File: src/rtl/life_gen_engine_if.sv
// Control, read-port and status bundle between the Game-of-Life engine and its host/renderer.
// master drives controls and the read address; slave is the engine.
interface life_gen_engine_if #(
    parameter int AW   = 6,
    parameter int SIZE = 64
);
    logic            frame_tick;
    logic            run;
    logic            step;
    logic            clear;
    logic [AW-1:0]   rd_addr;
    logic            rd_data;
    logic [SIZE-1:0] board_o;
    logic            busy;
    logic            gen_done;
    logic [15:0]     gen_count;

    modport master (
        output frame_tick, run, step, clear, rd_addr,
        input  rd_data, board_o, busy, gen_done, gen_count
    );

    modport slave (
        input  frame_tick, run, step, clear, rd_addr,
        output rd_data, board_o, busy, gen_done, gen_count
    );
endinterface

File: src/rtl/life_gen_engine.sv
// Serial Game-of-Life engine: one cell per clock into a scratch board, committed in a single cycle
// so the displayed board never tears. Dead (non-wrapping) borders.
module life_gen_engine #(
    parameter int BIT_WIDTH      = 3,
    parameter int BIT_HEIGHT     = 3,
    parameter int FRAMES_PER_GEN = 60,
    parameter logic [(1<<(BIT_WIDTH+BIT_HEIGHT))-1:0] SEED = 64'h0000_0000_0007_0402
) (
    input  logic clk,
    input  logic reset,
    life_gen_engine_if.slave bus
);
    localparam int W    = 1 << BIT_WIDTH;
    localparam int H    = 1 << BIT_HEIGHT;
    localparam int AW   = BIT_WIDTH + BIT_HEIGHT;
    localparam int SIZE = 1 << AW;
    localparam logic [5:0] FDIV_LAST = 6'(FRAMES_PER_GEN - 1);

    typedef enum logic [1:0] {IDLE, SCAN, COMMIT} state_t;

    state_t            state_q, state_d;
    logic [SIZE-1:0]   cur_q, cur_d, nxt_q, nxt_d;
    logic [AW-1:0]     idx_q, idx_d;
    logic [5:0]        fdiv_q, fdiv_d;
    logic [15:0]       gen_count_q, gen_count_d;
    logic              gen_done_q, gen_done_d;
    logic              auto_trig;
    logic [BIT_HEIGHT-1:0] row;
    logic [BIT_WIDTH-1:0]  col;
    logic [3:0]        n;
    logic              live;
    int                nr, nc;

    // Neighbour count for the cell under the scan pointer; off-grid cells are skipped, never wrapped.
    always_comb begin
        row = idx_q[AW-1:BIT_WIDTH];
        col = idx_q[BIT_WIDTH-1:0];
        n   = '0;
        nr  = 0;
        nc  = 0;
        for (int dr = -1; dr <= 1; dr++) begin
            for (int dc = -1; dc <= 1; dc++) begin
                nr = int'(row) + dr;
                nc = int'(col) + dc;
                if (!(dr == 0 && dc == 0) && nr >= 0 && nr < H && nc >= 0 && nc < W)
                    n = n + 4'(cur_q[AW'(nr * W + nc)]);
            end
        end
        live = (n == 4'd3) | (cur_q[idx_q] & (n == 4'd2));
    end

    always_comb begin
        state_d     = state_q;
        cur_d       = cur_q;
        nxt_d       = nxt_q;
        idx_d       = idx_q;
        fdiv_d      = fdiv_q;
        gen_count_d = gen_count_q;
        gen_done_d  = 1'b0;
        auto_trig   = 1'b0;

        // The divider keeps running while busy, so a tick landing mid-generation is simply lost.
        if (bus.frame_tick && bus.run) begin
            if (fdiv_q == FDIV_LAST) begin
                fdiv_d    = '0;
                auto_trig = 1'b1;
            end else begin
                fdiv_d = fdiv_q + 6'd1;
            end
        end

        case (state_q)
            IDLE: begin
                if (auto_trig || bus.step) begin
                    state_d = SCAN;
                    idx_d   = '0;
                end
            end
            SCAN: begin
                nxt_d[idx_q] = live;
                if (idx_q == '1) state_d = COMMIT;
                else             idx_d   = idx_q + 1'b1;
            end
            COMMIT: begin
                cur_d       = nxt_q;
                gen_count_d = gen_count_q + 16'd1;
                gen_done_d  = 1'b1;
                state_d     = IDLE;
            end
            default: state_d = IDLE;
        endcase

        if (bus.clear) begin
            state_d     = IDLE;
            cur_d       = SEED;
            nxt_d       = '0;
            idx_d       = '0;
            fdiv_d      = '0;
            gen_count_d = '0;
            gen_done_d  = 1'b0;
        end
    end

    always_ff @(posedge clk) begin
        if (reset) begin
            state_q     <= IDLE;
            cur_q       <= SEED;
            nxt_q       <= '0;
            idx_q       <= '0;
            fdiv_q      <= '0;
            gen_count_q <= '0;
            gen_done_q  <= 1'b0;
        end else begin
            state_q     <= state_d;
            cur_q       <= cur_d;
            nxt_q       <= nxt_d;
            idx_q       <= idx_d;
            fdiv_q      <= fdiv_d;
            gen_count_q <= gen_count_d;
            gen_done_q  <= gen_done_d;
        end
    end

    assign bus.rd_data   = cur_q[bus.rd_addr];
    assign bus.board_o   = cur_q;
    assign bus.busy      = (state_q != IDLE);
    assign bus.gen_done  = gen_done_q;
    assign bus.gen_count = gen_count_q;
endmodule

File: src/flat_wrapper.sv
// flat-port wrapper written by rule: the top's interface ports become plain ports
module life_gen_engine_flat 
#(
    parameter int BIT_WIDTH      = 3,
    parameter int BIT_HEIGHT     = 3,
    parameter int FRAMES_PER_GEN = 60,
    parameter logic [(1<<(BIT_WIDTH+BIT_HEIGHT))-1:0] SEED = 64'h0000_0000_0007_0402
)
  (clk, reset, bus_frame_tick, bus_run, bus_step, bus_clear, bus_rd_addr, bus_rd_data, bus_board_o, bus_busy, bus_gen_done, bus_gen_count);
  life_gen_engine_if #(.AW(6), .SIZE(64)) bus_i ();
  input  logic clk;
  input  logic reset;
  input wire logic [$bits(bus_i.frame_tick)-1:0] bus_frame_tick;
  input wire logic [$bits(bus_i.run)-1:0] bus_run;
  input wire logic [$bits(bus_i.step)-1:0] bus_step;
  input wire logic [$bits(bus_i.clear)-1:0] bus_clear;
  input wire logic [$bits(bus_i.rd_addr)-1:0] bus_rd_addr;
  output wire logic [$bits(bus_i.rd_data)-1:0] bus_rd_data;
  output wire logic [$bits(bus_i.board_o)-1:0] bus_board_o;
  output wire logic [$bits(bus_i.busy)-1:0] bus_busy;
  output wire logic [$bits(bus_i.gen_done)-1:0] bus_gen_done;
  output wire logic [$bits(bus_i.gen_count)-1:0] bus_gen_count;
  assign bus_i.frame_tick = bus_frame_tick;
  assign bus_i.run = bus_run;
  assign bus_i.step = bus_step;
  assign bus_i.clear = bus_clear;
  assign bus_i.rd_addr = bus_rd_addr;
  assign bus_rd_data = bus_i.rd_data;
  assign bus_board_o = bus_i.board_o;
  assign bus_busy = bus_i.busy;
  assign bus_gen_done = bus_i.gen_done;
  assign bus_gen_count = bus_i.gen_count;
  life_gen_engine #(.BIT_WIDTH(BIT_WIDTH), .BIT_HEIGHT(BIT_HEIGHT), .FRAMES_PER_GEN(FRAMES_PER_GEN), .SEED(SEED)) u_core (.clk(clk), .reset(reset), .bus(bus_i));
endmodule
File: config.mk
export PLATFORM = sky130hd
export DESIGN_NAME = life_gen_engine_flat
export DESIGN_NICKNAME = d
export VERILOG_FILES = /design/src/rtl/life_gen_engine_if.sv /design/src/rtl/life_gen_engine.sv /design/src/flat_wrapper.sv
export SDC_FILE = /design/constraint.sdc
export NUM_CORES = 1
export LEC_CHECK = 0
export BUFFER_PORTS_ARGS = -buffer_cell sky130_fd_sc_hd__buf_2
export CORE_MARGIN = 3
export CORE_UTILIZATION = 45
export DETAILED_ROUTE_END_ITERATION = 10
export PLACE_DENSITY_LB_ADDON = 0.1
export SYNTH_ARGS = -nofsm -noshare
export SYNTH_HDL_FRONTEND = slang
export SYNTH_SLANG_ARGS = --single-unit
File: constraint.sdc
create_clock -name clk -period 10.49 [get_ports clk]
set_input_delay 1.049 -clock clk [delete_from_list [all_inputs] [get_ports clk]]
set_output_delay 1.049 -clock clk [all_outputs]
set_load 0.005 [all_outputs]
Yosys cells after proc, flatten, opt, wreduce, memory -nomap -nowiden:

Cells that the tools add are included.

* logic and storage cells: 140
* input bits: 12
* flip-flop bits (word level): 159

* magnitude comparators: 23
* bitwise gates (word level): 2
* equal/unequal tests: 9
* reduce and logical (&&, ||, !) cells: 28
* mux-type cells: 49
* add/sub/neg operators: 22

Operators with widths (number)
* bitwise mux 64 bit: 1
* < comparator 6 x 8 -> 1 bit (second input constant): 8
* binary-select mux 1 bit (select 6 bit): 10
* greater-or-equal comparator 32 x 1 -> 1 bit (second input constant): 1
* < comparator 32 x 5 -> 1 bit (second input constant): 1
* adder 4 x 1 -> 4 bit: 7
* 2-to-1 mux 4 bit: 7
* 2-to-1 mux 1 bit: 23
* logical AND 1 bit: 21
* adder 6 x 5 -> 6 bit: 3
* adder 6 bit: 3
* 2-to-1 mux 6 bit: 3
* adder 16 x 1 -> 16 bit (second input constant): 1
* < comparator 6 x 7 -> 1 bit (second input constant): 2
* adder 6 x 1 -> 6 bit (second input constant): 2
* adder 6 x 4 -> 6 bit: 2
* == test 6 bit (second input constant): 2
* case mux 6 bit (2 select lines): 1
* adder 4 x 1 -> 5 bit (second input constant): 2
* greater-or-equal comparator 5 x 1 -> 1 bit (second input constant): 2
* < comparator 5 bit (second input constant): 2
* adder 3 x 1 -> 4 bit (second input constant): 2
* == test 4 x 2 -> 1 bit (second input constant): 2
* < comparator 3 x 4 -> 1 bit (second input constant): 2
* other kinds (19): 23

Depth between registers and ports, before layout:

* depth after elaboration: 24
* depth in mapped cells: 37
* mapped depth without buffers: 33

Worst setup path after synthesis:

OpenSTA, ideal clock, no wires.

* path type: register -> register
* from: register u_core.idx_q[1]
* to: register u_core.nxt_q[40]
* setup time: 84 ps
* arrival time: 7742 ps
* stages on the path, launching flop included: 37
* required time: 10406 ps
* path slack: 2664 ps
* period minus slack after synthesis: 7826 ps
* cell sequence: dfxtp_1 -> buf_4 -> buf_4 -> inv_1 -> ha_1 -> clkbuf_1 -> clkbuf_1 -> mux4_2 -> mux2i_1 -> mux4_2 -> and3_1 -> ha_1 -> and2_1 -> ha_1 -> ha_1 -> mux2i_1 -> nor3_1 -> ha_1 -> mux2_2 -> ha_1 -> nor2_1 -> a31oi_1 -> ha_1 -> nand2_1 -> a31oi_1 -> ha_1 -> mux2_2 -> ha_1 -> nand2_1 -> a21oi_1 -> o21ai_0 -> o21ai_0 -> a31oi_1 -> xnor2_1 -> nand3_1 -> buf_2 -> o31ai_2

* longest elaborated chain between the ends: 24
* elaborated cells between the ends (all ways): 83
* classes of those cells: add/sub: 17; order compare: 8; eq/ne: 2; mux: 37; bitwise: 2; reduce/logical: 17

Ends and longest elaborated chain
* from (decl): RTL line life_gen_engine.sv:23 `logic [AW-1:0] idx_q, idx_d;`
* from (signal assigned): RTL line life_gen_engine.sv:117 `idx_q <= idx_d;`
* adder 4 x 1 -> 5 bit: RTL line life_gen_engine.sv:44 `nc = int'(col) + dc;`
* adder 6 x 5 -> 6 bit: RTL line life_gen_engine.sv:46 `n = n + 4'(cur_q[AW'(nr * W + nc)]);`
* binary-select mux 1 bit (select 6 bit): RTL line life_gen_engine.sv:46
* 2-to-1 mux 1 bit (not written as such) (2 in a row): RTL line life_gen_engine.sv:46
* 2-to-1 mux 1 bit: RTL line life_gen_engine.sv:45 `if (!(dr == 0 && dc == 0) && nr >= 0 && nr < H && nc >= 0 && nc < W)`
* adder 4 x 1 -> 4 bit: RTL line life_gen_engine.sv:46
* 2-to-1 mux 4 bit: RTL line life_gen_engine.sv:45
* adder 4 x 1 -> 4 bit: RTL line life_gen_engine.sv:46
* [7 not listed]
* adder 4 x 1 -> 4 bit: RTL line life_gen_engine.sv:46
* 2-to-1 mux 4 bit: RTL line life_gen_engine.sv:45
* adder 4 x 1 -> 4 bit: RTL line life_gen_engine.sv:46
* 2-to-1 mux 4 bit: RTL line life_gen_engine.sv:45
* == test 4 x 2 -> 1 bit: RTL line life_gen_engine.sv:49 `live = (n == 4'd3) | (cur_q[idx_q] & (n == 4'd2));`
* bitwise AND 1 bit: RTL line life_gen_engine.sv:49
* OR 1 bit: RTL line life_gen_engine.sv:49
* bitwise mux 64 bit *: RTL line life_gen_engine.sv:80 `nxt_d[idx_q] = live;`
* to (signal assigned): RTL line life_gen_engine.sv:116 `nxt_q <= nxt_d;`
* to (decl): RTL line life_gen_engine.sv:22 `logic [SIZE-1:0] cur_q, cur_d, nxt_q, nxt_d;`

Every way passes the cells marked *; elsewhere a longest branch is shown, timed or not. The select of a mux whose other input is x is not followed.
A chain may end at the register's enable or synchronous reset.

Worst setup path after layout:

* from: register u_core.idx_q[3]
* to: register u_core.nxt_q[24]

* longest elaborated chain between the ends: 24
* elaborated cells between the ends (all ways): 86
* classes of those cells: add/sub: 17; order compare: 8; eq/ne: 2; mux: 37; bitwise: 2; reduce/logical: 20

Ends and longest elaborated chain
* adder 4 x 1 -> 5 bit: RTL line life_gen_engine.sv:43 `nr = int'(row) + dr;`
* adder 6 x 5 -> 6 bit, or another cell as far along: RTL line life_gen_engine.sv:46
* binary-select mux 1 bit (select 6 bit) or logical AND 1 bit (tied branches): RTL line life_gen_engine.sv:46, life_gen_engine.sv:45
* 2-to-1 mux 1 bit (not written as such) or logical AND 1 bit (tied branches) (2 in a row): RTL line life_gen_engine.sv:46, life_gen_engine.sv:45
* 2-to-1 mux 1 bit: RTL line life_gen_engine.sv:45
* adder 4 x 1 -> 4 bit: RTL line life_gen_engine.sv:46
* 2-to-1 mux 4 bit: RTL line life_gen_engine.sv:45
* adder 4 x 1 -> 4 bit: RTL line life_gen_engine.sv:46
* [7 not listed]
* adder 4 x 1 -> 4 bit: RTL line life_gen_engine.sv:46
* 2-to-1 mux 4 bit: RTL line life_gen_engine.sv:45
* adder 4 x 1 -> 4 bit: RTL line life_gen_engine.sv:46
* 2-to-1 mux 4 bit: RTL line life_gen_engine.sv:45
* == test 4 x 2 -> 1 bit: RTL line life_gen_engine.sv:49
* bitwise AND 1 bit: RTL line life_gen_engine.sv:49
* OR 1 bit: RTL line life_gen_engine.sv:49
* bitwise mux 64 bit *: RTL line life_gen_engine.sv:80

Marked as above.

==> run_summary.xml <==
<?xml version="1.0" encoding="UTF-8"?>
<metrics>
  <group name="synthesis">
    <metric name="count_of_unique_library_cells_instantiated_by_yosys" unit="">64</metric>
    <metric name="synth_ff_type" unit="">dfxtp_1</metric>
    <metric name="most_frequent_cell_after_synthesis" unit="">nand2_1</metric>
    <metric name="mappedNetlistArea" unit="um^2">9700</metric>
    <metric name="asyncSetResetFlopFracSynth" unit="">0</metric>
    <metric name="synth-seq-cells" unit="">159</metric>
    <metric name="post_synth.cell_area_avg" unit="um^2">9.13</metric>
    <metric name="yosys-top-cells-count" unit="">nand2_1, dfxtp_1, nand3_1, a21oi_1, o31ai_2</metric>
    <metric name="synth.top_cells.by_area" unit="">dfxtp_1, mux4_2, nand2_1</metric>
    <metric name="seq_area_frac_synth" unit="">0.328</metric>
    <metric name="synth-edff-count" unit="">0</metric>
    <metric name="yosys_warnings" unit="">0</metric>
    <metric name="netlist.top_cell.by_area" unit="">dfxtp_1</metric>
    <metric name="synthesized_netlist_cell_count" unit="">1063</metric>
    <metric name="synthesis.nets" unit="">1105</metric>
    <metric name="yosys.area.top_type_share" unit="">0.328</metric>
  </group>
  <group name="route">
    <metric name="postRouteWirelength" unit="um">28900</metric>
    <metric name="top_layer_used" unit="">met4</metric>
    <metric name="dr_wl_met3" unit="um">1920</metric>
    <metric name="met1Wirelength" unit="um">13200</metric>
    <metric name="detail_route.first_pass.iterations" unit="">5</metric>
    <metric name="ant_nets" unit="">0</metric>
    <metric name="via_per_inst" unit="">5.94</metric>
    <metric name="remaining_drc_errors" unit="">0</metric>
    <metric name="drt-initial-drc-count" unit="">722</metric>
    <metric name="vias" unit="">8320</metric>
    <metric name="dr_wl_met2" unit="um">13400</metric>
    <metric name="detail_route.wl_per_cell" unit="um">20.6</metric>
  </group>
  <group name="global_route">
    <metric name="gr-total-overflow" unit="">0</metric>
    <metric name="initial_antenna_violation_count" unit="">0</metric>
    <metric name="first_global_vias" unit="">7852</metric>
    <metric name="grt_start_max_net_pins" unit="">87</metric>
    <metric name="grt_usage" unit="">0.246</metric>
    <metric name="first_pass_grt_wire_length" unit="um">46000</metric>
  </group>
  <group name="outcome">
    <metric name="outcome" unit="">complete, no violations</metric>
  </group>
  <group name="setup_path">
    <metric name="worst_path_max_delay_cell" unit="">dfxtp_1</metric>
    <metric name="critical-path-max-stage-delay" unit="ps">860</metric>
    <metric name="crit-reg2reg-capture" unit="">u_core.nxt_q[24]$_SDFFE_PP0P_</metric>
    <metric name="crit_start" unit="">u_core.idx_q[3]$_SDFFE_PP0P_</metric>
    <metric name="crit_type" unit="">reg -&gt; reg</metric>
    <metric name="crit_fanout" unit="">33</metric>
    <metric name="timing.reg2reg.setup_slack" unit="ps">1310</metric>
    <metric name="worstSetupStartpointType" unit="">register</metric>
    <metric name="crit_arrival" unit="ps">9540</metric>
    <metric name="critPathCaptureType" unit="">register</metric>
    <metric name="worst-r2r-cell-count" unit="">32</metric>
    <metric name="critical_path.most_common_cell" unit="">ha_1</metric>
    <metric name="required" unit="ps">10850</metric>
    <metric name="worstReg2RegStart" unit="">u_core.idx_q[3]$_SDFFE_PP0P_</metric>
  </group>
  <group name="floorplan">
    <metric name="num_rows" unit="">53</metric>
    <metric name="dieArea" unit="um^2">23400</metric>
    <metric name="die_h" unit="um">153</metric>
    <metric name="initial_core_util" unit="">0.460</metric>
    <metric name="chipWidth" unit="um">153</metric>
    <metric name="core_area" unit="um^2">21100</metric>
    <metric name="pin_count" unit="">95</metric>
  </group>
  <group name="power">
    <metric name="p_leak" unit="nW">3.75</metric>
    <metric name="ir_worst_vdd" unit="V">0.000109</metric>
    <metric name="power.density" unit="nW/um^2">116</metric>
  </group>
  <group name="place">
    <metric name="dp.final_hpwl" unit="um">19500</metric>
    <metric name="placed_cells_incl_taps" unit="">1368</metric>
    <metric name="numPortBuffers" unit="">94</metric>
    <metric name="gp_congestion" unit="">0.910</metric>
  </group>
  <group name="clock_network">
    <metric name="tritoncts" unit="">yes</metric>
    <metric name="clkSlewWorstSetupHoldPaths" unit="ps">70</metric>
    <metric name="cts_buffers" unit="">17</metric>
    <metric name="cts_htree_levels" unit="">4</metric>
    <metric name="cell_at_the_root_of_the_clock_tree" unit="">clkbuf_16</metric>
    <metric name="clock_sinks" unit="">159</metric>
    <metric name="cts_post_setup_buffers_inserted" unit="">0</metric>
    <metric name="cts-root-to-sink-buffers" unit="">2</metric>
    <metric name="cts_hold_buffers" unit="">0</metric>
    <metric name="clock_latency" unit="ps">450</metric>
    <metric name="count_of_instances_resized_after_the_clock_tree_is_built" unit="">0</metric>
  </group>
  <group name="layout">
    <metric name="layout-area-overhead-vs-synth" unit="%">12.0</metric>
    <metric name="final_nets" unit="">1154</metric>
    <metric name="num_antenna_cells" unit="">0</metric>
    <metric name="finalNonFillerCells" unit="">1400</metric>
    <metric name="final_layout_size_suffix_gt1_frac" unit="">0.257</metric>
    <metric name="final_util" unit="">0.515</metric>
  </group>
  <group name="timing">
    <metric name="finalClockSkew" unit="ps">25.0</metric>
    <metric name="period_share" unit="">0.876</metric>
    <metric name="setup_total_negative_slack" unit="ps">0</metric>
    <metric name="fmax" unit="GHz">0.109</metric>
    <metric name="report.final.setup_viol" unit="">0</metric>
    <metric name="slew_viol_final" unit="">0</metric>
    <metric name="worst-slew-pin-transition" unit="ps">1220</metric>
    <metric name="hold_violations" unit="">0</metric>
    <metric name="setup_repair_after_global_routing_missed_its_margin" unit="">no</metric>
    <metric name="timing.max_slew.rel_slack" unit="">0.180</metric>
    <metric name="finalWorstPathRequiredPeriod" unit="ps">9180</metric>
  </group>
  <group name="min_path">
    <metric name="whs_path_depth" unit="">2</metric>
    <metric name="hp-class" unit="">reg -&gt; reg</metric>
    <metric name="hold_path.startpoint" unit="">u_core.nxt_q[41]$_SDFFE_PP0P_</metric>
    <metric name="hold_path_endpoint" unit="">u_core.bus.board_o[41]$_SDFFE_PP0P_</metric>
  </group>
  <group name="job">
    <metric name="timing.max_cap.violations" unit="">0</metric>
  </group>
</metrics>
## critical path, delay by kind of cell (launching register included)
kind	cells	cell delay, ps
AND/OR/NAND/NOR	7	1340
buffers and inverters	2	1020
multiplexers	4	1150
XOR/XNOR	2	420
adder cells (fa/ha/maj)	10	3290
AO/OA/AOI/OAI	7	1000
flip-flops	1	860
## registers in the layout (all words and copies together) (netlist names)
signal and flops:
u_core.bus.board_o 64, u_core.nxt_q 64, u_core.state_q 2, u_core.idx_q 6
u_core.bus.gen_done 1, u_core.bus.gen_count 16, u_core.fdiv_q 6
## cells by family after synthesis
| logic type | Yosys count | synth area share |
|---|---|---|
| AOI/OAI and AO/OA | 190 | 0.158 |
| xor gates and xnor gates | 36 | 0.0333 |
| adders and majority gates | 30 | 0.0410 |
| buffers and inverters | 89 | 0.0445 |
| DFF | 159 | 0.328 |
| muxes | 120 | 0.192 |
| and+or+nand+nor | 439 | 0.203 |
## where the power goes
group | total [mW] | internal [mW] | switching, mW
registers | 0.604 | 0.604 | 0.000545
clock network | 0.615 | 0.338 | 0.277
logic | 0.0447 | 0.0145 | 0.0302
total | 1.26 | 0.957 | 0.308
## area by class of cell
class / count / area (um^2)
Clock buffer: 19 / 443
Clock inverter: 13 / 128
Fill cell: 2044 / 10200
Inverter: 11 / 41.3
Multi-Input combinational cell: 815 / 6150
Sequential cell: 159 / 3180
Tap cell: 275 / 344
Timing Repair Buffer: 108 / 576
## per-stage QoR
step / worst slack, ps / hold slack [ps] / instance area, um^2 / power (mW)
after floorplan: 2660 / 432 / 9700 / 0.650
after global placement: 1570 / 441 / 10300 / 0.663
after detailed placement: 1410 / 445 / 10300 / 0.663
after CTS: 1370 / 452 / 10900 / 1.28
after global routing: 692 / 472 / 10900 / 1.30
final: 1310 / 453 / 10900 / 1.26
## routing by layer
layer  track usage  vias to the layer above
met3        0.0442                       36
met5             0                        -
li1              -                     3944
met4        0.0666                        0
met2         0.384                      299
met1         0.354                     4041
## worst max path at each step
stage / end / slack [ps] / cells past startpoint
6_report: u_core.nxt_q[24]$_SDFFE_PP0P_ / 1310 / 32
5_1_grt: u_core.nxt_q[17]$_SDFFE_PP0P_ / 690 / 32
4_1_cts: u_core.nxt_q[24]$_SDFFE_PP0P_ / 1370 / 32
3_5_place_dp: u_core.nxt_q[35]$_SDFFE_PP0P_ / 1410 / 32
3_3_place_gp: u_core.nxt_q[11]$_SDFFE_PP0P_ / 1570 / 32
2_1_floorplan: u_core.nxt_q[40]$_SDFFE_PP0P_ / 2660 / 36
## cell usage in the layout, fill, tap and decap left out, types with 4 or more instances in the layout
cell type  instances
nand2_1          235
dfxtp_1          158
buf_2             94
nand3_1           87
a21oi_1           75
o31ai_2           60
mux2i_1           55
mux4_2            52
nor2_1            40
ha_1              27
nor3_1            18
xnor2_1           18
xor2_1            17
clkbuf_16         17
o21ai_0           14
buf_4             14
mux2_2            13
or3_1             10
inv_1              7
nand2b_1           6
a31oi_1            6
and3_1             6
o22ai_1            6
nor3b_1            5
inv_6              5
o221ai_1           4
o31ai_1            4
o211ai_1           4
nor3_2             4
Note: power is estimated with default switching activity, not from simulation.
